$ cat src/rtl/ili_rst_pkg.sv
// ili_rst_pkg: shared FSM state codes, register addresses and CTRL bit indices for ili_reset_seq.
package ili_rst_pkg;
    typedef enum logic [1:0] {
        ST_IDLE   = 2'd0,
        ST_ASSERT = 2'd1,
        ST_SETTLE = 2'd2,
        ST_DONE   = 2'd3
    } state_e;
    localparam logic [1:0] ADDR_CTRL   = 2'd0;
    localparam logic [1:0] ADDR_STATUS = 2'd1;
    localparam logic [1:0] ADDR_LOW    = 2'd2;
    localparam logic [1:0] ADDR_WAIT   = 2'd3;
    localparam int CTRL_START  = 0;
    localparam int CTRL_ABORT  = 1;
    localparam int CTRL_IRQ_EN = 2;
endpackage

$ cat src/rtl/ili_rst_timer.sv
// ili_rst_timer: loadable down-counter (clk, reset, load, load_val, en -> last when count==1); a load of 0 is clamped to 1.
module ili_rst_timer #(
    parameter int CNT_W = 24
) (
    input  logic             clk,
    input  logic             reset,
    input  logic             load,
    input  logic [CNT_W-1:0] load_val,
    input  logic             en,
    output logic             last
);
    logic [CNT_W-1:0] count_q, count_d;
    always_comb begin
        count_d = load ? ((load_val == '0) ? CNT_W'(1) : load_val)
                : (en && count_q != '0) ? count_q - CNT_W'(1) : count_q;
    end
    always_ff @(posedge clk or posedge reset) begin
        if (reset) count_q <= '0;
        else       count_q <= count_d;
    end
    assign last = count_q == CNT_W'(1);
endmodule

$ cat src/rtl/ili_reset_seq.sv
// ili_reset_seq: Avalon-MM panel reset sequencer (clk, reset, address/chipselect/write_n/writedata/readdata bus; lcd_rst_n, ready, irq); ILI_RST_AUTOSTART_EN starts a sequence out of reset.
module ili_reset_seq
    import ili_rst_pkg::*;
#(
    parameter int CNT_W    = 24,
    parameter int DEF_LOW  = 500,
    parameter int DEF_WAIT = 6000000
) (
    input  logic        clk,
    input  logic        reset,
    input  logic [1:0]  address,
    input  logic        chipselect,
    input  logic        write_n,
    input  logic [31:0] writedata,
    output logic [31:0] readdata,
    output logic        lcd_rst_n,
    output logic        ready,
    output logic        irq
);
`ifdef ILI_RST_AUTOSTART_EN
    localparam logic AUTOSTART = 1'b1;
`else
    localparam logic AUTOSTART = 1'b0;
`endif
    state_e           state_q;
    logic [CNT_W-1:0] low_q, wait_q, tmr_val;
    logic             irq_en_q, start_q, abort_q, done_q, lcd_rst_n_q, ready_q;
    logic             we, ctrl_we, busy, go, tmr_load, tmr_last;
    logic             unused_wd;
    assign unused_wd = ^writedata;
    assign we      = chipselect && !write_n;
    assign ctrl_we = we && address == ADDR_CTRL;
    // START/ABORT are latched as one-cycle strobes and acted on at the following edge,
    // so a pending start while forced out of reset behaves exactly like a bus write.
    always_ff @(posedge clk or posedge reset) begin
        if (reset) begin
            start_q  <= AUTOSTART;
            abort_q  <= 1'b0;
            irq_en_q <= 1'b0;
            low_q    <= CNT_W'(DEF_LOW);
            wait_q   <= CNT_W'(DEF_WAIT);
        end else begin
            start_q  <= ctrl_we && writedata[CTRL_START];
            abort_q  <= ctrl_we && writedata[CTRL_ABORT];
            irq_en_q <= ctrl_we ? writedata[CTRL_IRQ_EN] : irq_en_q;
            low_q    <= (we && address == ADDR_LOW)  ? writedata[CNT_W-1:0] : low_q;
            wait_q   <= (we && address == ADDR_WAIT) ? writedata[CNT_W-1:0] : wait_q;
        end
    end
    always_comb begin
        busy     = state_q == ST_ASSERT || state_q == ST_SETTLE;
        go       = start_q && !abort_q && !busy;
        tmr_load = go || (!abort_q && state_q == ST_ASSERT && tmr_last);
        tmr_val  = go ? low_q : wait_q;
    end
    ili_rst_timer #(.CNT_W(CNT_W)) u_timer (
        .clk      (clk),
        .reset    (reset),
        .load     (tmr_load),
        .load_val (tmr_val),
        .en       (busy),
        .last     (tmr_last)
    );
    always_ff @(posedge clk or posedge reset) begin
        if (reset) begin
            state_q     <= ST_IDLE;
            lcd_rst_n_q <= 1'b1;
            ready_q     <= 1'b0;
            done_q      <= 1'b0;
        end else if (abort_q) begin
            state_q     <= ST_IDLE;
            lcd_rst_n_q <= 1'b1;
            ready_q     <= 1'b0;
            done_q      <= 1'b0;
        end else if (go) begin
            state_q     <= ST_ASSERT;
            lcd_rst_n_q <= 1'b0;
            ready_q     <= 1'b0;
            done_q      <= 1'b0;
        end else if (state_q == ST_ASSERT && tmr_last) begin
            state_q     <= ST_SETTLE;
            lcd_rst_n_q <= 1'b1;
        end else if (state_q == ST_SETTLE && tmr_last) begin
            state_q     <= ST_DONE;
            ready_q     <= 1'b1;
            done_q      <= 1'b1;
        end
    end
    assign lcd_rst_n = lcd_rst_n_q;
    assign ready     = ready_q;
    assign irq       = done_q & irq_en_q;
    always_comb begin
        readdata = (address == ADDR_CTRL)   ? {29'b0, irq_en_q, 2'b0}
                 : (address == ADDR_STATUS) ? {28'b0, state_q, done_q, busy}
                 : (address == ADDR_LOW)    ? 32'(low_q)
                 :                            32'(wait_q);
    end
endmodule

$ cat config.mk
export PLATFORM = sky130hd
export DESIGN_NAME = ili_reset_seq
export DESIGN_NICKNAME = d
export VERILOG_FILES = /design/src/rtl/ili_rst_pkg.sv /design/src/rtl/ili_rst_timer.sv /design/src/rtl/ili_reset_seq.sv
export SDC_FILE = /design/constraint.sdc
export NUM_CORES = 1
export LEC_CHECK = 0
export ABC_AREA = 1
export BUFFER_PORTS_ARGS = -buffer_cell sky130_fd_sc_hd__buf_2
export CAP_MARGIN = 20
export CORE_ASPECT_RATIO = 1.1
export CORE_MARGIN = 4
export CORE_UTILIZATION = 52
export CTS_CLUSTER_SIZE = 25
export DETAILED_ROUTE_END_ITERATION = 8
export PLACE_DENSITY = 0.76
export SYNTH_ARGS = -nofsm -noshare
export SYNTH_HDL_FRONTEND = slang
export SYNTH_SLANG_ARGS = --single-unit
$ cat constraint.sdc
create_clock -name clk -period 2.4 [get_ports clk]
set_input_delay 0.36 -clock clk [delete_from_list [all_inputs] [get_ports clk]]
set_output_delay 0.36 -clock clk [all_outputs]
set_load 0.005 [all_outputs]
==> results_tabular.tex, run 1 <==
\begin{tabular}{lr}
\hline
Metric & Value \\
\hline
\multicolumn{2}{l}{\textbf{Outcome}} \\
\quad Run status & finished with violations \\
\quad Violated checks & hold timing \\
\multicolumn{2}{l}{\textbf{Placement}} \\
\quad Number of input and output port buffers inserted & 56 \\
\quad Placed Instance Area & 5140 um2 \\
\quad Setup slack after placement & between 0.3 and 0.4 ns \\
\quad Placed cell count & 830 \\
\quad Placer congestion estimate & between 0.8 and 0.9 \\
\quad Placed wire-length estimate after detailed placement & around 8.6 mm \\
\multicolumn{2}{l}{\textbf{Critical path}} \\
\quad Critical Path Fanout Max & 16 \\
\quad CP max-delay cell & sky130\_fd\_sc\_hd\_\_dfrtp\_1 \\
\quad Beginning of the worst register-to-register path & state\_q[0] \\
\quad Data arrival time at the worst-slack endpoint & approximately 2.4 ns \\
\quad Data required time of the worst path & roughly 2.7 ns \\
\quad Register-to-register path setup slack & approximately 0.28 ns \\
\quad Buf+Inv Stages, Crit Path & 3 \\
\quad Reg-to-reg endpoint & u\_timer.count\_q[0] \\
\quad Series of cell instances along the critical path & inv\_1 -> ha\_1 -> nand3\_2 -> buf\_4 -> nand2\_1 -> nand2\_1 -> nor2\_1 -> nand2\_1 -> nor2\_1 -> nand3\_1 -> nand3\_1 -> nand2\_1 -> inv\_1 \\
\quad Library cell appearing most often on the critical path & sky130\_fd\_sc\_hd\_\_nand2\_1 \\
\quad Capturing element type of the critical path & register \\
\quad Family with the most delay on the worst path & simple AND/OR/NAND/NOR gates \\
\quad Setup Crit Path Kind & register to register \\
\quad Sort of element at the start of the critical path & register \\
\quad Reg2reg path depth & 13 \\
\quad Maximum cell stage delay along the critical path & roughly 0.42 ns \\
\multicolumn{2}{l}{\textbf{Synthesis}} \\
\quad Count of different cell masters after synthesis & 37 \\
\quad Area of the mapped netlist & between 4000 and 5000 um2 \\
\quad Mean Syn Cell Area & around 7.1 um2 \\
\quad Cells after Synth & $\sim$680 \\
\quad Fraction of the yosys area taken by sequential cells & 0.417 \\
\quad Cell types with the largest area share after synthesis & sky130\_fd\_sc\_hd\_\_dfrtp\_1 (32\%), sky130\_fd\_sc\_hd\_\_nand2\_1 (18\%), sky130\_fd\_sc\_hd\_\_dfstp\_2 (9.3\%), sky130\_fd\_sc\_hd\_\_o21ai\_0 (5.9\%), sky130\_fd\_sc\_hd\_\_nand3\_1 (5.8\%) \\
\quad Number of warnings issued by yosys & 0 \\
\quad Area share of the largest cell type after synthesis & 0.324 \\
\quad Post-synthesis register bit count & between 70 and 80 \\
\quad Leading area contributor after synthesis & sky130\_fd\_sc\_hd\_\_dfrtp\_1 \\
\multicolumn{2}{l}{\textbf{Timing}} \\
\quad Setup-violating endpoint count in the final report & 0 \\
\quad Final Skew & between 0.009 and 0.01 ns \\
\quad Final min period & between 2 and 2.5 ns \\
\quad Final Hold Viols & 5 \\
\quad PnR worst setup slack & 0.277 ns \\
\quad Maximum clock frequency & $\sim$470 MHz \\
\quad Final-layout setup total negative slack & 0 ns \\
\quad Ratio of final minimum period to clock period & 0.885 \\
\quad Unrepaired setup endpoints after global routing & false \\
\quad Worst hold slack & -0.00409 ns \\
\quad Number of max-slew violations in the final report & 0 \\
\multicolumn{2}{l}{\textbf{Route}} \\
\quad Total routed wirelength & approximately 12 mm \\
\quad Via Count & 4444 \\
\quad Vias per std cell & $\sim$5.3 \\
\quad First-pass iteration count of the detailed router & 5 \\
\quad Average detailed-routed wire length per instance & between 10 and 15 um \\
\quad Drt drc & 0 \\
\quad Count of antenna-violating nets left after detailed routing & 0 \\
\quad Initial DRC count & roughly 230 \\
\multicolumn{2}{l}{\textbf{GRT}} \\
\quad Pin count of the biggest net entering global routing & 62 \\
\quad Initial antenna violation count & 0 \\
\quad First-pass GRT wire length & 20.0 mm \\
\quad Vias in the first global route & roughly 4300 \\
\quad Aggregate global routing overflow & 0 \\
\quad Tot GR Track Use & 0.230 \\
\multicolumn{2}{l}{\textbf{Layout}} \\
\quad Seq. cell area & 2000 um2 \\
\quad Diodes inserted & 0 \\
\quad Multi-input combinational cell area & between 2000 and 2500 um2 \\
\quad Commonest cells after routing, fill and taps aside & sky130\_fd\_sc\_hd\_\_nand2\_1 (228), sky130\_fd\_sc\_hd\_\_nor2\_1 (65), sky130\_fd\_sc\_hd\_\_dfrtp\_1 (62) \\
\quad Commonest non-fill, non-tap cell in the layout & sky130\_fd\_sc\_hd\_\_nand2\_1 \\
\quad Share of post-route cells with drive strength above 1 & 0.176 \\
\quad Final design area excluding fillers & approximately 5300 um2 \\
\quad Net count reported at finish & between 700 and 800 \\
\quad Area Growth Syn to Fin & 10.7\% \\
\quad Post-route insts no fill & around 850 \\
\quad Core occupancy in the finished layout & 0.595 \\
\quad Filler cells & 835 \\
\multicolumn{2}{l}{\textbf{CTS}} \\
\quad Post-cts gate resize count & 0 \\
\quad Bufs on Longest Clock Path & 2 \\
\quad Worst-path clk slew & 0.08 ns \\
\quad Depth of the CTS H-tree & 3 \\
\quad TritonCTS Buffers & 9 \\
\quad Post-CTS setup repair buffer count & 0 \\
\quad Number of clock sinks seen by CTS & between 70 and 80 \\
\quad TritonCTS clock tree & built \\
\quad Clk root buf & sky130\_fd\_sc\_hd\_\_clkbuf\_8 \\
\quad Clock insertion delay at the later pin of the skew report & around 0.36 ns \\
\quad CTS Hold Bufs & 0 \\
\multicolumn{2}{l}{\textbf{Pwr}} \\
\quad Power dissipated by switching net loads & around 1.9 mW \\
\quad Combinational power share & 0.375 \\
\quad Seq pwr share & 0.436 \\
\quad Static power due to leakage & 2.80 nW \\
\quad Power density normalized to cell area & 858 nW/um2 \\
\quad Switching part of the total power & 0.407 \\
\quad Total power after layout & 4.56 mW \\
\quad Internal power & approximately 2.7 mW \\
\quad Portion of total power attributed to the clock network & 0.190 \\
\quad Worst IR drop on VDD & 463 uV \\
\multicolumn{2}{l}{\textbf{Floorplan}} \\
\quad Std cell rows & 36 \\
\quad Top Ports & 73 \\
\quad Die H & about 110 um \\
\quad Horizontal die dimension & approximately 100 um \\
\quad Floorplan die area & about 11000 um2 \\
\quad Starting density of the core & 0.538 \\
\quad Core area & 8920 um2 \\
\multicolumn{2}{l}{\textbf{Run}} \\
\quad Max Cap Viol & 0 \\
\multicolumn{2}{l}{\textbf{Hold path}} \\
\quad Path type of the worst min-delay path & primary input to asynchronous set/reset pin \\
\hline
\end{tabular}
## power by group through the flow
stage	Clock (mW)	Combinational [mW]	Sequential [mW]
2_1_floorplan	0	1.35	1.93
3_3_place_gp	0	1.65	1.98
3_5_place_dp	0	1.70	2.00
4_1_cts	0.877	1.71	1.98
5_1_grt	0.941	1.94	2.03
6_report	0.865	1.71	1.98
## registers in the layout, summed over array words and instances, names as in the netlist
| register | cells |
|---|---|
| ready | 1 |
| low_q | 24 |
| u_timer.count_q | 24 |
| lcd_rst_n | 1 |
| state_q | 2 |
| abort_q | 1 |
| irq_en_q | 1 |
| wait_q | 24 |
| start_q | 1 |
## area by class of cell
cell class                 count  area share
clock inverter                 5     0.00660
multi-input combinational    502       0.445
sequential                    79       0.376
inverter                      66      0.0467
timing repair buffer          69      0.0736
tap                          114      0.0269
clock buffer                  11      0.0248
## worst max path at each step
stage / depth (start not counted) / to / slack, ns / startpoint
after floorplan: 1 / abort_q / 0.04 / reset
after global placement: 13 / u_timer.count_q[0] / 0.33 / state_q[0]
after detailed placement: 13 / u_timer.count_q[0] / 0.31 / state_q[0]
after CTS: 13 / u_timer.count_q[0] / 0.29 / state_q[0]
after global routing: 13 / u_timer.count_q[0] / 0.07 / state_q[0]
final: 13 / u_timer.count_q[0] / 0.28 / state_q[0]
## cells in the mapped netlist (all sizes together)
cell and instances:
nor2 75, clkbuf 13, o211ai 2, nor3 4
o21ai 71, o2111ai 1, o221ai 2, nand3b 2
o21bai 3, nand4 11, or2 1, xor2 11
dfrtp 62, dfstp 17, a21oi 9, nand3 58
a22oi 1, nand2 231, inv 66, o22ai 4
a31oi 2, xnor2 1, buf 25, conb 1
ha 5
## metal layers
metal	global-route usage	routed length, um	vias up
met1	0.307	5290	2060
met5	0	0	-
li1	-	-	2234
met3	0.0345	592	20
met4	0.0995	227	0
met2	0.375	5700	130
## logic make-up after synthesis
logic type,synth area share
xor gates and xnor gates,0.0219
DFF,0.417
buffers and inverters,0.0960
and+or+nand+nor,0.338
AOI/OAI and AO/OA,0.113
other,0.000782
adders and majority gates,0.0130
No activity file was read; power rests on OpenSTA's default activity.
==> run 2, diff against run 1 <==
--- a/config.mk
+++ b/config.mk
@@ -5,15 +5,14 @@
 export SDC_FILE = /design/constraint.sdc
 export NUM_CORES = 1
 export LEC_CHECK = 0
-export ABC_AREA = 1
-export BUFFER_PORTS_ARGS = -buffer_cell sky130_fd_sc_hd__buf_2
 export CAP_MARGIN = 20
 export CORE_ASPECT_RATIO = 1.1
 export CORE_MARGIN = 4
-export CORE_UTILIZATION = 52
+export CORE_UTILIZATION = 53
 export CTS_CLUSTER_SIZE = 25
 export DETAILED_ROUTE_END_ITERATION = 8
-export PLACE_DENSITY = 0.76
+export DONT_BUFFER_PORTS = 1
+export PLACE_DENSITY = 0.7
 export SYNTH_ARGS = -nofsm -noshare
 export SYNTH_HDL_FRONTEND = slang
 export SYNTH_SLANG_ARGS = --single-unit
==> results_tabular.tex, run 2 <==
\begin{tabular}{lr}
\hline
Metric & Value \\
\hline
\multicolumn{2}{l}{\textbf{CTS}} \\
\quad Number of clock sinks seen by CTS & a little under 80 \\
\quad TritonCTS clock tree & built \\
\quad Clk root buf & sky130\_fd\_sc\_hd\_\_clkbuf\_8 \\
\quad Bufs on Longest Clock Path & 2 \\
\quad Worst-path clk slew & approximately 0.090 ns \\
\quad Clock insertion delay at the later pin of the skew report & $\sim$0.36 ns \\
\quad Depth of the CTS H-tree & 3 \\
\quad TritonCTS Buffers & 9 \\
\multicolumn{2}{l}{\textbf{Pwr}} \\
\quad Worst IR drop on VDD & 531 uV \\
\quad Static power due to leakage & $\sim$2.0 nW \\
\quad Seq pwr share & 0.505 \\
\quad Power density normalized to cell area & around 860 nW/um2 \\
\quad Internal power & roughly 2.8 mW \\
\quad Switching part of the total power & 0.364 \\
\quad Combinational power share & 0.278 \\
\quad Power dissipated by switching net loads & $\sim$1.6 mW \\
\quad Total power after layout & 4.35 mW \\
\quad Portion of total power attributed to the clock network & 0.217 \\
\multicolumn{2}{l}{\textbf{Critical path}} \\
\quad Series of cell instances along the critical path & or4\_4 -> buf\_4 -> or4\_4 -> a211oi\_2 -> xnor2\_1 -> a21oi\_1 \\
\quad Critical Path Fanout Max & 11 \\
\quad Maximum cell stage delay along the critical path & a little over 0.6 ns \\
\quad Beginning of the worst register-to-register path & u\_timer.count\_q[5] \\
\quad Library cell appearing most often on the critical path & sky130\_fd\_sc\_hd\_\_or4\_4 \\
\quad CP max-delay cell & sky130\_fd\_sc\_hd\_\_or4\_4 \\
\quad Data required time of the worst path & between 2 and 3 ns \\
\quad Data arrival time at the worst-slack endpoint & 2.55 ns \\
\quad Beginning of the critical path & u\_timer.count\_q[5] \\
\quad Capturing element type of the critical path & register \\
\quad Register-to-register path setup slack & a little under 0.09 ns \\
\quad Reg2reg path depth & 6 \\
\quad Sort of element at the start of the critical path & register \\
\quad Termination of the worst setup path & u\_timer.count\_q[13] \\
\quad Reg-to-reg endpoint & u\_timer.count\_q[13] \\
\quad Setup Crit Path Kind & register to register \\
\multicolumn{2}{l}{\textbf{GRT}} \\
\quad Vias in the first global route & roughly 3700 \\
\quad Initial antenna violation count & 0 \\
\quad Pin count of the biggest net entering global routing & between 40 and 50 \\
\quad First-pass GRT wire length & $\sim$19 mm \\
\quad Tot GR Track Use & 0.231 \\
\quad Aggregate global routing overflow & 0 \\
\multicolumn{2}{l}{\textbf{Placement}} \\
\quad Placer congestion estimate & between 0.9 and 1 \\
\quad Placed Instance Area & about 4800 um2 \\
\quad Number of input and output port buffers inserted & 0 \\
\quad Placed wire-length estimate after detailed placement & $\sim$8.5 mm \\
\multicolumn{2}{l}{\textbf{Synthesis}} \\
\quad Post-synthesis register bit count & slightly below 80 \\
\quad Number of warnings issued by yosys & 0 \\
\quad Number of synthesized flops with an enable pin & 0 \\
\quad Mean Syn Cell Area & between 10 and 15 um2 \\
\quad Leading area contributor after synthesis & sky130\_fd\_sc\_hd\_\_dfrtp\_1 \\
\quad Fraction of the yosys area taken by sequential cells & 0.432 \\
\quad Proportion of register bits with asynchronous set or reset after synthesis & 1.00 \\
\quad Area of the mapped netlist & 4630 um2 \\
\quad Cells after Synth & between 400 and 500 \\
\quad Commonest cells post-synth & sky130\_fd\_sc\_hd\_\_dfrtp\_1 (62), sky130\_fd\_sc\_hd\_\_mux2\_2 (53), sky130\_fd\_sc\_hd\_\_nor2b\_1 (22) \\
\quad Cell types with the largest area share after synthesis & sky130\_fd\_sc\_hd\_\_dfrtp\_1 (34\%), sky130\_fd\_sc\_hd\_\_mux2\_2 (13\%), sky130\_fd\_sc\_hd\_\_dfstp\_2 (9.7\%), sky130\_fd\_sc\_hd\_\_mux2i\_1 (4.5\%), sky130\_fd\_sc\_hd\_\_nor2b\_1 (3.0\%) \\
\quad Most frequent cell after synthesis & sky130\_fd\_sc\_hd\_\_dfrtp\_1 \\
\quad Most used DFF post-synth & sky130\_fd\_sc\_hd\_\_dfrtp\_1 \\
\quad Area share of the largest cell type after synthesis & 0.335 \\
\quad Count of different cell masters after synthesis & slightly below 60 \\
\multicolumn{2}{l}{\textbf{Timing}} \\
\quad Number of max-slew violations in the final report & 0 \\
\quad Final Hold Viols & 0 \\
\quad Final-layout setup total negative slack & 0 ns \\
\quad Final Skew & around 0.01 ns \\
\quad Unrepaired setup endpoints after global routing & false \\
\quad Relative slew margins & 0.568 \\
\quad Final min period & about 2.3 ns \\
\quad Maximum clock frequency & $\sim$430 MHz \\
\quad Setup-violating endpoint count in the final report & 0 \\
\quad Ratio of final minimum period to clock period & 0.963 \\
\quad Worst hold slack & 0.128 ns \\
\quad Slew at the pin closest to its max-slew limit & between 0.6 and 0.7 ns \\
\multicolumn{2}{l}{\textbf{Layout}} \\
\quad Net count reported at finish & between 400 and 500 \\
\quad Share of post-route cells with drive strength above 1 & 0.308 \\
\quad Area Growth Syn to Fin & 9.03\% \\
\quad Diodes inserted & 0 \\
\quad Commonest non-fill, non-tap cell in the layout & sky130\_fd\_sc\_hd\_\_dfrtp\_1 \\
\quad Registers with the most flip-flops & low\_q: 24 flops, u\_timer.count\_q: 24 flops, wait\_q: 24 flops \\
\quad Final design area excluding fillers & roughly 5000 um2 \\
\quad Commonest cells after routing, fill and taps aside & sky130\_fd\_sc\_hd\_\_dfrtp\_1 (62), sky130\_fd\_sc\_hd\_\_mux2\_2 (53), sky130\_fd\_sc\_hd\_\_buf\_4 (26) \\
\multicolumn{2}{l}{\textbf{Outcome}} \\
\quad Run status & complete, no violations \\
\multicolumn{2}{l}{\textbf{Hold path}} \\
\quad Path type of the worst min-delay path & primary input to register \\
\multicolumn{2}{l}{\textbf{Route}} \\
\quad Average detailed-routed wire length per instance & $\sim$21 um \\
\quad Count of antenna-violating nets left after detailed routing & 0 \\
\quad Vias per std cell & 6.29 \\
\quad Initial DRC count & 226 \\
\quad Via Count & 3458 \\
\quad Total routed wirelength & approximately 11 mm \\
\quad Drt drc & 0 \\
\quad First-pass iteration count of the detailed router & 4 \\
\multicolumn{2}{l}{\textbf{Floorplan}} \\
\quad Floorplan die area & about 10000 um2 \\
\quad Std cell rows & 35 \\
\quad Die H & between 100 and 150 um \\
\quad Top Ports & 73 \\
\quad Horizontal die dimension & 97.1 um \\
\quad Starting density of the core & 0.547 \\
\quad Core area & approximately 8500 um2 \\
\multicolumn{2}{l}{\textbf{Run}} \\
\quad Max Cap Viol & 0 \\
\hline
\end{tabular}
-- run 2: changes by cell type in the layout (fill, tap and decap cells not counted), sizes merged, moves of 53 or more --
cell,change
inv,-56
mux2,+53
nand2,-225
nand3,-55
nor2,-63
o21ai,-60
-- run 2: logic make-up (layout without fill, tap and decap cells) --
kind of cell	Yosys count	after routing	share of synthesized area
AO/OA/AOI/OAI	79	79	0.123
XOR/XNOR	15	15	0.0284
adder cells (fa/ha/maj)	5	5	0.0135
buffers and inverters	41	52	0.0430
flip-flops	79	79	0.432
multiplexers	75	75	0.179
other	1	8	0.000811
AND/OR/NAND/NOR	126	126	0.180
-- run 2: routing by layer --
metal,track usage,vias to the layer above,part of all wire
met1,0.298,1712,0.43
met5,0,-,0
li1,-,1595,-
met2,0.364,120,0.48
met4,0.123,0,0.038
met3,0.0512,31,0.058
-- run 2: what timing repair did --
| item | 4_1_cts | 5_1_grt |
|---|---|---|
| endpoints found under the setup margin | 0 | 6 |
| resized for setup | 0 | 2 |
| setup buffers | 0 | 2 |
| hold endpoints to repair | 22 | 0 |
| hold buffers | 1 | 0 |
-- run 2: power by group through the flow --
| stage | sequential (mW) | clock, mW | combinational (mW) |
|---|---|---|---|
| 6_report | 2.20 | 0.946 | 1.21 |
| 5_1_grt | 2.27 | 1.02 | 1.34 |
| 4_1_cts | 2.19 | 0.960 | 1.20 |
| 3_5_place_dp | 2.21 | 0 | 1.19 |
| 3_3_place_gp | 2.19 | 0 | 1.16 |
| 2_1_floorplan | 2.06 | 0 | 0.987 |
-- run 2: worst max-delay path, delay by kind of cell (launching register included) --
| family | cells | cell delay [ns] |
|---|---|---|
| and+or+nand+nor | 2 | 1.13 |
| xor gates and xnor gates | 1 | 0.15 |
| AOI/OAI and AO/OA | 2 | 0.32 |
| DFF | 1 | 0.40 |
| buffers and inverters | 1 | 0.19 |
-- run 2: worst min-delay path by stage --
stage | depth (start not counted) | slack (ns) | to | from
after floorplan | 1 | 0.49 | abort_q | writedata[1]
after detailed placement | 1 | 0.34 | wait_q[9] | reset
after global placement | 1 | 0.34 | low_q[9] | reset
final | 1 | 0.13 | abort_q | writedata[1]
after global routing | 1 | 0.11 | abort_q | writedata[1]
after CTS | 1 | 0.11 | abort_q | writedata[1]
-- run 2: cell type report --
| type | instances | area (um2) |
|---|---|---|
| Fill cell | 693 | 3410 |
| Multi-Input combinational cell | 308 | 2470 |
| Clock buffer | 10 | 128 |
| Tap cell | 111 | 139 |
| Sequential cell | 79 | 2000 |
| Timing Repair Buffer | 28 | 225 |
| Clock inverter | 6 | 52.6 |
| Inverter | 8 | 31.3 |
-- run 2: per-stage QoR --
stage,utilization,instances,worst slack (ns)
4_1_cts,0.593,548,0.0570
5_1_grt,0.597,550,0.00178
3_5_place_dp,0.571,531,0.0748
3_3_place_gp,0.571,531,0.107
6_report,0.597,550,0.0893
2_1_floorplan,-,428,0.0448
==> run 3, diff against run 2 <==
--- a/config.mk
+++ b/config.mk
@@ -6,13 +6,15 @@
 export NUM_CORES = 1
 export LEC_CHECK = 0
 export CAP_MARGIN = 20
+export CELL_PAD_IN_SITES_DETAIL_PLACEMENT = 1
+export CELL_PAD_IN_SITES_GLOBAL_PLACEMENT = 2
 export CORE_ASPECT_RATIO = 1.1
 export CORE_MARGIN = 4
-export CORE_UTILIZATION = 53
+export CORE_UTILIZATION = 45
 export CTS_CLUSTER_SIZE = 25
 export DETAILED_ROUTE_END_ITERATION = 8
 export DONT_BUFFER_PORTS = 1
-export PLACE_DENSITY = 0.7
+export PLACE_DENSITY = 0.84
 export SYNTH_ARGS = -nofsm -noshare
 export SYNTH_HDL_FRONTEND = slang
 export SYNTH_SLANG_ARGS = --single-unit
==> constraint.sdc (replaced) <==
create_clock -name clk -period 2.7 [get_ports clk]
set_input_delay 0.405 -clock clk [delete_from_list [all_inputs] [get_ports clk]]
set_output_delay 0.405 -clock clk [all_outputs]
set_load 0.005 [all_outputs]
==> results_tabular.tex, run 3 (synthesis gave the netlist of run 2 again) <==
\begin{tabular}{lr}
\hline
Metric & Value \\
\hline
\multicolumn{2}{l}{\textbf{Outcome}} \\
\quad Run status & complete, no violations \\
\multicolumn{2}{l}{\textbf{Layout}} \\
\quad Net count reported at finish & 466 \\
\quad Commonest non-fill, non-tap cell in the layout & sky130\_fd\_sc\_hd\_\_dfrtp\_1 \\
\quad Area Growth Syn to Fin & 7.76\% \\
\quad Registers with the most flip-flops & low\_q: 24 flops, u\_timer.count\_q: 24 flops, wait\_q: 24 flops \\
\quad Share of post-route cells with drive strength above 1 & 0.290 \\
\quad Filler cells & about 1100 \\
\quad Diodes inserted & 0 \\
\quad Seq. cell area & between 1500 and 2000 um2 \\
\quad Post-route insts no fill & 548 \\
\quad Multi-input combinational cell area & 2460 um2 \\
\quad Commonest cells after routing, fill and taps aside & sky130\_fd\_sc\_hd\_\_dfrtp\_1 (62), sky130\_fd\_sc\_hd\_\_mux2\_2 (53), sky130\_fd\_sc\_hd\_\_nor2b\_1 (22) \\
\multicolumn{2}{l}{\textbf{Timing}} \\
\quad Setup-violating endpoint count in the final report & 0 \\
\quad Final Hold Viols & 0 \\
\quad Unrepaired setup endpoints after global routing & false \\
\quad Ratio of final minimum period to clock period & 0.925 \\
\quad Final-layout setup total negative slack & 0 ns \\
\quad Number of max-slew violations in the final report & 0 \\
\quad Slew at the pin closest to its max-slew limit & $\sim$0.76 ns \\
\quad Final min period & $\sim$2.5 ns \\
\quad Final Skew & approximately 0.012 ns \\
\quad Relative slew margins & 0.489 \\
\quad Maximum clock frequency & 401 MHz \\
\multicolumn{2}{l}{\textbf{Critical path}} \\
\quad Reg2reg path depth & 7 \\
\quad Reg-to-reg endpoint & u\_timer.count\_q[23] \\
\quad Termination of the worst setup path & u\_timer.count\_q[23] \\
\quad Register-to-register path setup slack & roughly 0.20 ns \\
\quad Data arrival time at the worst-slack endpoint & 2.77 ns \\
\quad Data required time of the worst path & 2.98 ns \\
\quad Capturing element type of the critical path & register \\
\quad Setup Crit Path Kind & register to register \\
\quad Beginning of the critical path & state\_q[0] \\
\quad Critical Path Fanout Max & 7 \\
\quad Sort of element at the start of the critical path & register \\
\quad Beginning of the worst register-to-register path & state\_q[0] \\
\multicolumn{2}{l}{\textbf{CTS}} \\
\quad TritonCTS clock tree & built \\
\quad Clock insertion delay at the later pin of the skew report & 0.37 ns \\
\quad Post-CTS setup repair buffer count & 0 \\
\quad Post-cts gate resize count & 0 \\
\quad Bufs on Longest Clock Path & 2 \\
\quad TritonCTS Buffers & 9 \\
\quad Clk root buf & sky130\_fd\_sc\_hd\_\_clkbuf\_8 \\
\quad Depth of the CTS H-tree & 3 \\
\quad CTS Hold Bufs & 0 \\
\quad Worst-path clk slew & around 0.090 ns \\
\quad Number of clock sinks seen by CTS & a little under 80 \\
\multicolumn{2}{l}{\textbf{Route}} \\
\quad Drt drc & 0 \\
\quad Via Count & 3435 \\
\quad Detailed-routing wirelength on met1 & 5.60 mm \\
\quad Vias per std cell & around 6.3 \\
\quad Wire length on met2 & approximately 6.6 mm \\
\quad First-pass iteration count of the detailed router & 4 \\
\quad Count of antenna-violating nets left after detailed routing & 0 \\
\quad Average detailed-routed wire length per instance & around 24 um \\
\quad Initial DRC count & about 150 \\
\quad Total routed wirelength & 13.0 mm \\
\quad Detail Route met3 WL & 666 um \\
\quad Max Used Layer & met4 \\
\multicolumn{2}{l}{\textbf{Floorplan}} \\
\quad Horizontal die dimension & around 100 um \\
\quad Std cell rows & 38 \\
\quad Floorplan die area & 12000 um2 \\
\quad Top Ports & 73 \\
\quad Core area & roughly 9900 um2 \\
\quad Starting density of the core & 0.465 \\
\quad Die H & 114 um \\
\multicolumn{2}{l}{\textbf{Run}} \\
\quad Max Cap Viol & 0 \\
\multicolumn{2}{l}{\textbf{Pwr}} \\
\quad Worst IR drop on VDD & approximately 470 uV \\
\quad Seq pwr share & 0.506 \\
\quad Power dissipated by switching net loads & between 1 and 1.5 mW \\
\quad Power density normalized to cell area & just under 800 nW/um2 \\
\quad Combinational power share & 0.250 \\
\quad Switching part of the total power & 0.345 \\
\quad Static power due to leakage & 1.94 nW \\
\quad Internal power & 2.60 mW \\
\quad Portion of total power attributed to the clock network & 0.244 \\
\multicolumn{2}{l}{\textbf{GRT}} \\
\quad First-pass GRT wire length & roughly 21 mm \\
\quad Initial antenna violation count & 0 \\
\quad Tot GR Track Use & 0.226 \\
\quad Aggregate global routing overflow & 0 \\
\quad Vias in the first global route & 3795 \\
\quad Pin count of the biggest net entering global routing & 41 \\
\multicolumn{2}{l}{\textbf{Placement}} \\
\quad Placed wire-length estimate after detailed placement & 9.45 mm \\
\quad Number of input and output port buffers inserted & 0 \\
\quad Placer congestion estimate & approximately 0.89 \\
\quad Placed cell count & between 500 and 600 \\
\multicolumn{2}{l}{\textbf{Hold path}} \\
\quad Path type of the worst min-delay path & primary input to asynchronous set/reset pin \\
\hline
\end{tabular}
## run 3: routing by layer
metal | vias to the layer above | GRT usage
li1 | 1571 | -
met1 | 1783 | 0.280
met2 | 68 | 0.389
met3 | 13 | 0.0581
met4 | 0 | 0.0691
met5 | - | 0
## run 3: final cells by class
class / count / share of cell area
Clock inverter: 2 / 0.00753
Timing Repair Buffer: 17 / 0.0256
Clock buffer: 14 / 0.0366
Inverter: 8 / 0.00628
Tap cell: 120 / 0.0301
Multi-Input combinational cell: 308 / 0.493
Sequential cell: 79 / 0.401
## run 3: how the worst min path moves through the flow
stage	cells after the start	from	end
floorplan	1	irq_en_q	irq_en_q
global placement	1	reset	low_q[12]
detailed placement	1	reset	wait_q[12]
CTS	1	reset	wait_q[12]
global route	1	reset	low_q[12]
finish	1	reset	low_q[11]
## run 3: power groups by stage
| stage | clock network (mW) | logic (mW) | registers (mW) |
|---|---|---|---|
| CTS | 0.985 | 1.00 | 2.00 |
| finish | 0.967 | 0.993 | 2.01 |
| global placement | 0 | 0.951 | 1.99 |
| global route | 1.05 | 1.11 | 2.07 |
| detailed placement | 0 | 0.990 | 2.02 |
| floorplan | 0 | 0.878 | 1.83 |
## run 3: critical path, cell delays in order, from the launching register on
cell and delay (ns):
sky130_fd_sc_hd__dfrtp_1 0.44, sky130_fd_sc_hd__inv_1 0.07, sky130_fd_sc_hd__ha_1 0.30, sky130_fd_sc_hd__or3_1 0.51, sky130_fd_sc_hd__nor3_2 0.30, sky130_fd_sc_hd__nand4b_1 0.22, sky130_fd_sc_hd__or3_1 0.35, sky130_fd_sc_hd__a32oi_1 0.20
## run 3: through the flow
step | util | power [mW] | setup slack, ns | hold slack, ns | instance area, um2
after floorplan | - | 2.71 | 0.300 | 0.490 | 4650
after global placement | 0.479 | 2.94 | 0.258 | 0.427 | 4760
after detailed placement | 0.479 | 3.01 | 0.208 | 0.434 | 4760
after CTS | 0.502 | 3.99 | 0.196 | 0.0376 | 4980
after global routing | 0.502 | 4.22 | 0.0570 | 0.0553 | 4980
final | 0.502 | 3.97 | 0.203 | 0.0325 | 4980
